--- config.mk ---
export PLATFORM = sky130hd
export DESIGN_NAME = eth_rx_frame_filter
export DESIGN_NICKNAME = d
export VERILOG_FILES = /design/src/rtl/eth_rx_frame_filter.sv
export SDC_FILE = /design/constraint.sdc
export NUM_CORES = 1
export LEC_CHECK = 0
export BUFFER_PORTS_ARGS = -buffer_cell sky130_fd_sc_hd__buf_2
export CAP_MARGIN = 20
export CORE_MARGIN = 10
export CORE_UTILIZATION = 40
export DETAILED_ROUTE_END_ITERATION = 10
export PLACE_DENSITY = 0.6
export SLEW_MARGIN = 20
export SYNTH_ARGS = -nofsm -noshare
export SYNTH_HDL_FRONTEND = slang
export SYNTH_SLANG_ARGS = --single-unit
--- constraint.sdc ---
create_clock -name net_axis_clk -period 4.46 [get_ports net_axis_clk]
set_clock_uncertainty 0.2 [all_clocks]
set_input_delay 0.892 -clock net_axis_clk [delete_from_list [all_inputs] [get_ports net_axis_clk]]
set_output_delay 0.892 -clock net_axis_clk [all_outputs]
set_load 0.1 [all_outputs]
--- src/rtl/eth_rx_frame_filter.sv ---
// eth_rx_frame_filter: forwards only the payload of frames for this node carrying the accelerator EtherType
module eth_rx_frame_filter #(
    parameter logic [47:0] LOCAL_MAC = 48'h000A35000102,
    parameter logic [15:0] ETHERTYPE = 16'h88B5,
    parameter bit          BCAST_EN  = 1'b1
) (
    input  logic        net_axis_clk,
    input  logic        net_axis_reset,
    input  logic [7:0]  s_axis_tdata,
    input  logic        s_axis_tvalid,
    input  logic        s_axis_tlast,
    output logic        s_axis_tready,
    output logic [7:0]  m_axis_tdata,
    output logic        m_axis_tvalid,
    output logic        m_axis_tlast,
    input  logic        m_axis_tready,
    output logic [15:0] frames_accepted,
    output logic [15:0] frames_dropped
);
    typedef enum logic [1:0] {HDR, PASS, DROP} state_t;
    state_t      state_q, state_d;
    logic [3:0]  idx_q, idx_d;
    logic        match_q, match_d, uni_q, uni_d, bc_q, bc_d;
    logic [7:0]  tdata_q, tdata_d;
    logic        tvalid_q, tvalid_d, tlast_q, tlast_d;
    logic [15:0] acc_q, acc_d, dropped_q, dropped_d;
    logic        beat, load;
    logic [7:0]  mac_byte, et_byte;

    assign s_axis_tready   = !net_axis_reset && (state_q != PASS || !tvalid_q || m_axis_tready);
    assign beat            = s_axis_tvalid && s_axis_tready;
    assign load            = beat && state_q == PASS;
    assign mac_byte        = 8'(LOCAL_MAC >> {3'd5 - idx_q[2:0], 3'b000});
    assign et_byte         = idx_q[0] ? ETHERTYPE[7:0] : ETHERTYPE[15:8];
    assign m_axis_tdata    = tdata_q;
    assign m_axis_tvalid   = tvalid_q;
    assign m_axis_tlast    = tlast_q;
    assign frames_accepted = acc_q;
    assign frames_dropped  = dropped_q;

    // Header parsing, accept/drop decision and frame counters; any tlast ends the frame back in HDR
    always_comb begin
        state_d   = state_q;
        idx_d     = idx_q;
        match_d   = match_q;
        uni_d     = uni_q;
        bc_d      = bc_q;
        acc_d     = acc_q;
        dropped_d = dropped_q;
        if (beat) begin
            if (state_q == HDR) begin
                idx_d = idx_q + 4'd1;
                if (idx_q <= 4'd5) begin
                    uni_d = uni_q && s_axis_tdata == mac_byte;
                    bc_d  = bc_q && s_axis_tdata == 8'hFF;
                    if (idx_q == 4'd5) match_d = uni_d || (BCAST_EN && bc_d);
                end
                if (idx_q >= 4'd12 && s_axis_tdata != et_byte) match_d = 1'b0;
                if (idx_q == 4'd13) begin
                    state_d = match_d ? PASS : DROP;
                    idx_d   = 4'd0;
                end
            end
            if (s_axis_tlast) begin
                state_d = HDR;
                idx_d   = 4'd0;
                match_d = 1'b1;
                uni_d   = 1'b1;
                bc_d    = 1'b1;
                if (state_q == PASS) acc_d = acc_q + {15'd0, acc_q != 16'hFFFF};
                else dropped_d = dropped_q + {15'd0, dropped_q != 16'hFFFF};
            end
        end
    end

    // Output register: reload on a PASS beat, otherwise empty on a downstream transfer
    always_comb begin
        tdata_d  = load ? s_axis_tdata : tdata_q;
        tlast_d  = load ? s_axis_tlast : tlast_q;
        tvalid_d = load || (tvalid_q && !m_axis_tready);
    end

    // State registers with synchronous reset
    always_ff @(posedge net_axis_clk) begin
        if (net_axis_reset) begin
            state_q   <= HDR;
            idx_q     <= 4'd0;
            match_q   <= 1'b1;
            uni_q     <= 1'b1;
            bc_q      <= 1'b1;
            tdata_q   <= 8'd0;
            tvalid_q  <= 1'b0;
            tlast_q   <= 1'b0;
            acc_q     <= 16'd0;
            dropped_q <= 16'd0;
        end else begin
            state_q   <= state_d;
            idx_q     <= idx_d;
            match_q   <= match_d;
            uni_q     <= uni_d;
            bc_q      <= bc_d;
            tdata_q   <= tdata_d;
            tvalid_q  <= tvalid_d;
            tlast_q   <= tlast_d;
            acc_q     <= acc_d;
            dropped_q <= dropped_d;
        end
    end
endmodule

Word level (Yosys, flattened, before mapping)
Cells that the tools add are included.
Storage, ports and cells
  flip-flop bits (word level): 51
  input bits: 13
  output and inout bits: 43
  logic and storage cells: 71
Operators by class
  add/sub/neg operators: 4
  order comparisons: 2
  eq/ne operators: 9
  shift operators: 1
  muxes and demuxes: 21
  bitwise gates (word level): 1
  reductions and logical operators: 23
Operator list (count)
  right shift 36 x 6 -> 8 bit, first input constant: 1
  adder 16 x 1 -> 16 bit: 2
  != test 16 bit, second input constant: 2
  two-way mux 1 bit: 13
  two-way mux 4 bit: 3
  AND reduction 3 bit: 4
  == test 8 bit: 1
  == test 8 bit, second input constant: 1
  two-way mux 2 bit: 4
  != test 8 bit: 1
  logical AND 1 bit: 7
  two-way mux 6 bit: 1
  nonzero test 2 bit: 3
  adder 4 x 1 -> 4 bit, second input constant: 1
  == test 4 x 3 -> 1 bit, second input constant: 1
  == test 4 bit, second input constant: 1
  greater-or-equal comparator 4 bit, second input constant: 1
  <= comparator 4 x 3 -> 1 bit, second input constant: 1
  logical OR 1 bit: 4
  logical NOT 1 bit: 3
  subtractor 3 bit, first input constant: 1
  == test 2 x 1 -> 1 bit, second input constant: 1
  logical NOT 2 bit: 1
  != test 2 x 1 -> 1 bit, second input constant: 1
  2 further kinds: 2

Depth between registers and ports, before layout
  depth in word-level cells: 14
  gate-level depth with buffers: 11
  gate-level depth less buffers: 10

Worst setup path after synthesis
No wires, ideal clock.
  kind: input-to-output
  from: in net_axis_reset
  to: out s_axis_tready
  data arrival time: 2730 ps
  required time: 3368 ps
  slack: 638 ps
  stages: 3
  buffers on the path: 2
  cells stage by stage: buf_2 > buf_1 > a21oi_1
Between the ends
  longest elaborated chain between the ends: 2
RTL lines
  start: declaration: RTL line 8  | input logic net_axis_reset,
  logical NOT 1 bit: RTL line 30  | assign s_axis_tready = !net_axis_reset && (state_q != PASS || !tvalid_q || m_axis_tready);
  logical AND 1 bit: RTL line 30
  end: declaration: RTL line 12  | output logic s_axis_tready,
Every way passes these cells.

Final worst setup path
  from: in m_axis_tready
  to: out s_axis_tready
Between the ends
  longest elaborated chain between the ends: 2
RTL lines
  start: declaration: RTL line 16  | input logic m_axis_tready,
  logical OR 1 bit: RTL line 30
  logical AND 1 bit: RTL line 30
Every way passes these cells.

==> metrics.md <==
| Metric | Value |
|---|---|
| Worst Max-Slew Pin Slew | `1.04 ns` |
| First-pass GRT wire length | `9930 um` |
| Pwr Total | `0.860 mW` |
| Tcrit/Tclk final | `about 67%` |
| Clock buffer depth | `2` |
| Final HPWL DP | `4490 um` |
| Crit Reg-Reg Endpoint | `frames_accepted[12]` |
| Top cell type by total area after synthesis | `dfxtp_1` |
| Post-DP Area | `about 0.0029 mm2` |
| Largest net degree at the start of global routing | `a little over 40` |
| Post-CTS Setup Inserts | `0` |
| Pwr dens | `288 mW/mm2` |
| Starting Density | `42.0%` |
| Max_cap viols | `0` |
| Mapped Avg Cell Area | `9.01 um2` |
| Unrepaired setup endpoints after global routing | `no` |
| Worst Setup End Kind | `primary output` |
| Met1 WL | `2990 um` |
| # fillers | `between 600 and 700` |
| Crit path required time | `approximately 3.4 ns` |
| Root buf cell | `clkbuf_8` |
| Hold depth | `2` |
| Ant. Diodes | `0` |
| Class of the worst hold path | `register to register` |
| Setup_tns | `0 ns` |
| Vias | `approximately 2100` |
| Mapped Area | `about 0.0025 mm2` |
| Syn Inst Count | `around 280` |
| Net Count, Synth | `299` |
| Met3 wire len | `between 300 and 400 um` |
| Core Rows | `28` |
| Lkg Pwr | `roughly 1.2 nW` |
| WL/cell | `around 15 um` |
| Max Slew Vio Count | `0` |
| Met2 routed WL | `between 2000 and 3000 um` |
| Remaining Overflow, GRT | `0` |
| Final period demand of the worst path | `2.98 ns` |
| Drt pass-1 iters | `4` |
| Worst-Skew Late Latency | `0.31 ns` |
| Num CTS Buffers | `5` |
| HP Start | `match_q` |
| Post-synth top area share | `40.3%` |
| Overall routing resource usage | `11.9%` |
| Synthesis Warnings | `0` |
| Critical path arrival | `1.89 ns` |
| Worst IR Drop VDD | `0.113 mV` |
| Sequential share of the synthesized area | `40.3%` |
| Hold Buf Count CTS | `0` |
| Detailed Route WL | `6060 um` |
| Die Footprint | `about 0.01 mm2` |
| Worst R2R Start | `frames_accepted[2]` |
| Fmax | `0.335 GHz` |
| Post-route ant nets | `0` |
| Worst reg2reg setup slack | `~1.9 ns` |
| TritonCTS clock tree | `yes` |
| Post-route cell area | `0.00299 mm2` |
| Hold Path End | `match_q` |
| 1st-iter DRT viols | `83` |
| Via density | `roughly 5.2` |
| Yosys reg bits | `a little over 50` |
| Final Hold Viols | `0` |
| Ranking of synthesized cells by area | `dfxtp_1 (40%), nor2_1 (6.8%), xor2_1 (6.2%), xnor2_1 (4.8%), mux2i_1 (4.0%)` |
| TritonCTS Sinks | `51` |
| Worst setup path category | `input pin to primary output` |
| Initial antenna violation count | `0` |
| Share of cells above drive strength 1 | `approximately 24%` |
| CTS H-tree lvls | `2` |
| FFs w/ async S/R, synth | `0%` |
| Port Buffers | `55` |
| Status | `finished clean` |
| I/O pins | `56` |
| Area of the core | `0.00603 mm2` |
| Die Height | `between 90 and 100 um` |
| DRC | `0` |
| Netlist cell types | `48` |
| Slew HR | `a little under a third` |
| RePlAce Congestion | `0.743` |
| EDFF count, synth | `0` |
| Worst Setup Start Kind | `input pin` |
| Vias in the first global route | `1989` |
| Resized Gates After CTS | `0` |
| Clock-pin slew of the registers on the worst-case setup and hold paths | `0.09 ns` |
| Max FO, Critical Path | `5` |
| Top FF cell, synth | `dfxtp_1` |
| # setup viols final | `0` |
| Die width | `99.6 um` |
| # nets final | `approximately 350` |
| R2R cell count | `10` |
| Area grow syn2layout | `18.1%` |
| Top layer in use | `met4` |
==> stage by stage <==
step	util (%)	hold WS (ns)	instances	setup slack (ns)
after floorplan	-	0.235	281	0.638
after global placement	47.6	0.253	402	1.52
after detailed placement	47.6	0.252	402	1.50
after CTS	49.6	0.278	410	1.49
after global routing	49.6	0.301	410	1.39
final	49.6	0.274	410	1.48
==> area by class of cell <==
cell class | instances | area (um2) | share of cell area (%)
clock inverters | 2 | 38.8 | 1.30
clock buffers | 6 | 82.6 | 2.76
multi-input cells | 215 | 1450 | 48.6
flip-flops and latches | 51 | 1020 | 34.1
inverters | 5 | 18.8 | 0.627
repair buffers | 56 | 283 | 9.45
well taps | 75 | 93.8 | 3.14
==> worst max-delay path by stage <==
stage,start,endpoint,slack [ns],cells after the start
final,m_axis_tready,s_axis_tready,1.48,4
after global routing,m_axis_tready,s_axis_tready,1.39,4
after CTS,m_axis_tready,s_axis_tready,1.49,4
after detailed placement,m_axis_tready,s_axis_tready,1.50,4
after global placement,m_axis_tready,s_axis_tready,1.52,4
after floorplan,net_axis_reset,s_axis_tready,0.64,3
==> worst max-delay path, cell delays in order <==
cell     delay, ns
buf_2         0.10
nor2b_1       0.45
a21oi_1       0.13
buf_2         0.31
==> Yosys cell counts, types with 2 or more instances <==
cell,n
dfxtp_1,51
nor2_1,46
nand2_1,20
xor2_1,18
nand3_1,16
xnor2_1,14
mux2i_1,10
nor3_1,9
a21oi_1,7
and4_1,7
nand2b_1,6
nand4_1,6
clkbuf_1,5
ha_1,5
inv_1,5
o21ai_1,5
and3_1,4
nor2b_1,4
nor4_2,4
or3_1,4
and2_1,3
buf_1,2
buf_2,2
nor4_4,2
o211ai_1,2
o21bai_1,2
==> flip-flops by register name, summed over array words and instances, names as in the netlist, 2 cells and up <==
name / flops
frames_dropped: 16
state_q: 2
m_axis_tdata: 8
frames_accepted: 16
idx_q: 4
==> cells by family after synthesis <==
family	synth area share, %
adders and majority gates	2.47
and+or+nand+nor	32.4
DFF	40.3
buffers and inverters	2.47
muxes	3.95
AOI/OAI and AO/OA	7.31
xor gates and xnor gates	11.1
==> metal layers <==
metal	vias up	GRT usage (%)
li1	1093	-
met1	987	15.5
met2	45	18.3
met3	7	3.46
met4	0	3.64
met5	-	0
==> power breakdown <==
part | internal, mW | switching (mW) | leakage (nW)
sequential | 0.458 | 0.00297 | 0.411
clock | 0.185 | 0.162 | 0.0618
combinational | 0.0159 | 0.0369 | 0.703
total | 0.659 | 0.202 | 1.18
==> placed cells by master (no fill, tap or decap), types with 8 or more instances in the layout <==
cell type	n
buf_2	55
nand2_1	20
dfxtp_1	51
xor2_1	18
xnor2_1	14
nand3_1	16
nor3_1	8
nor2_1	46
mux2i_1	10
(Power assumes the default switching activity.)
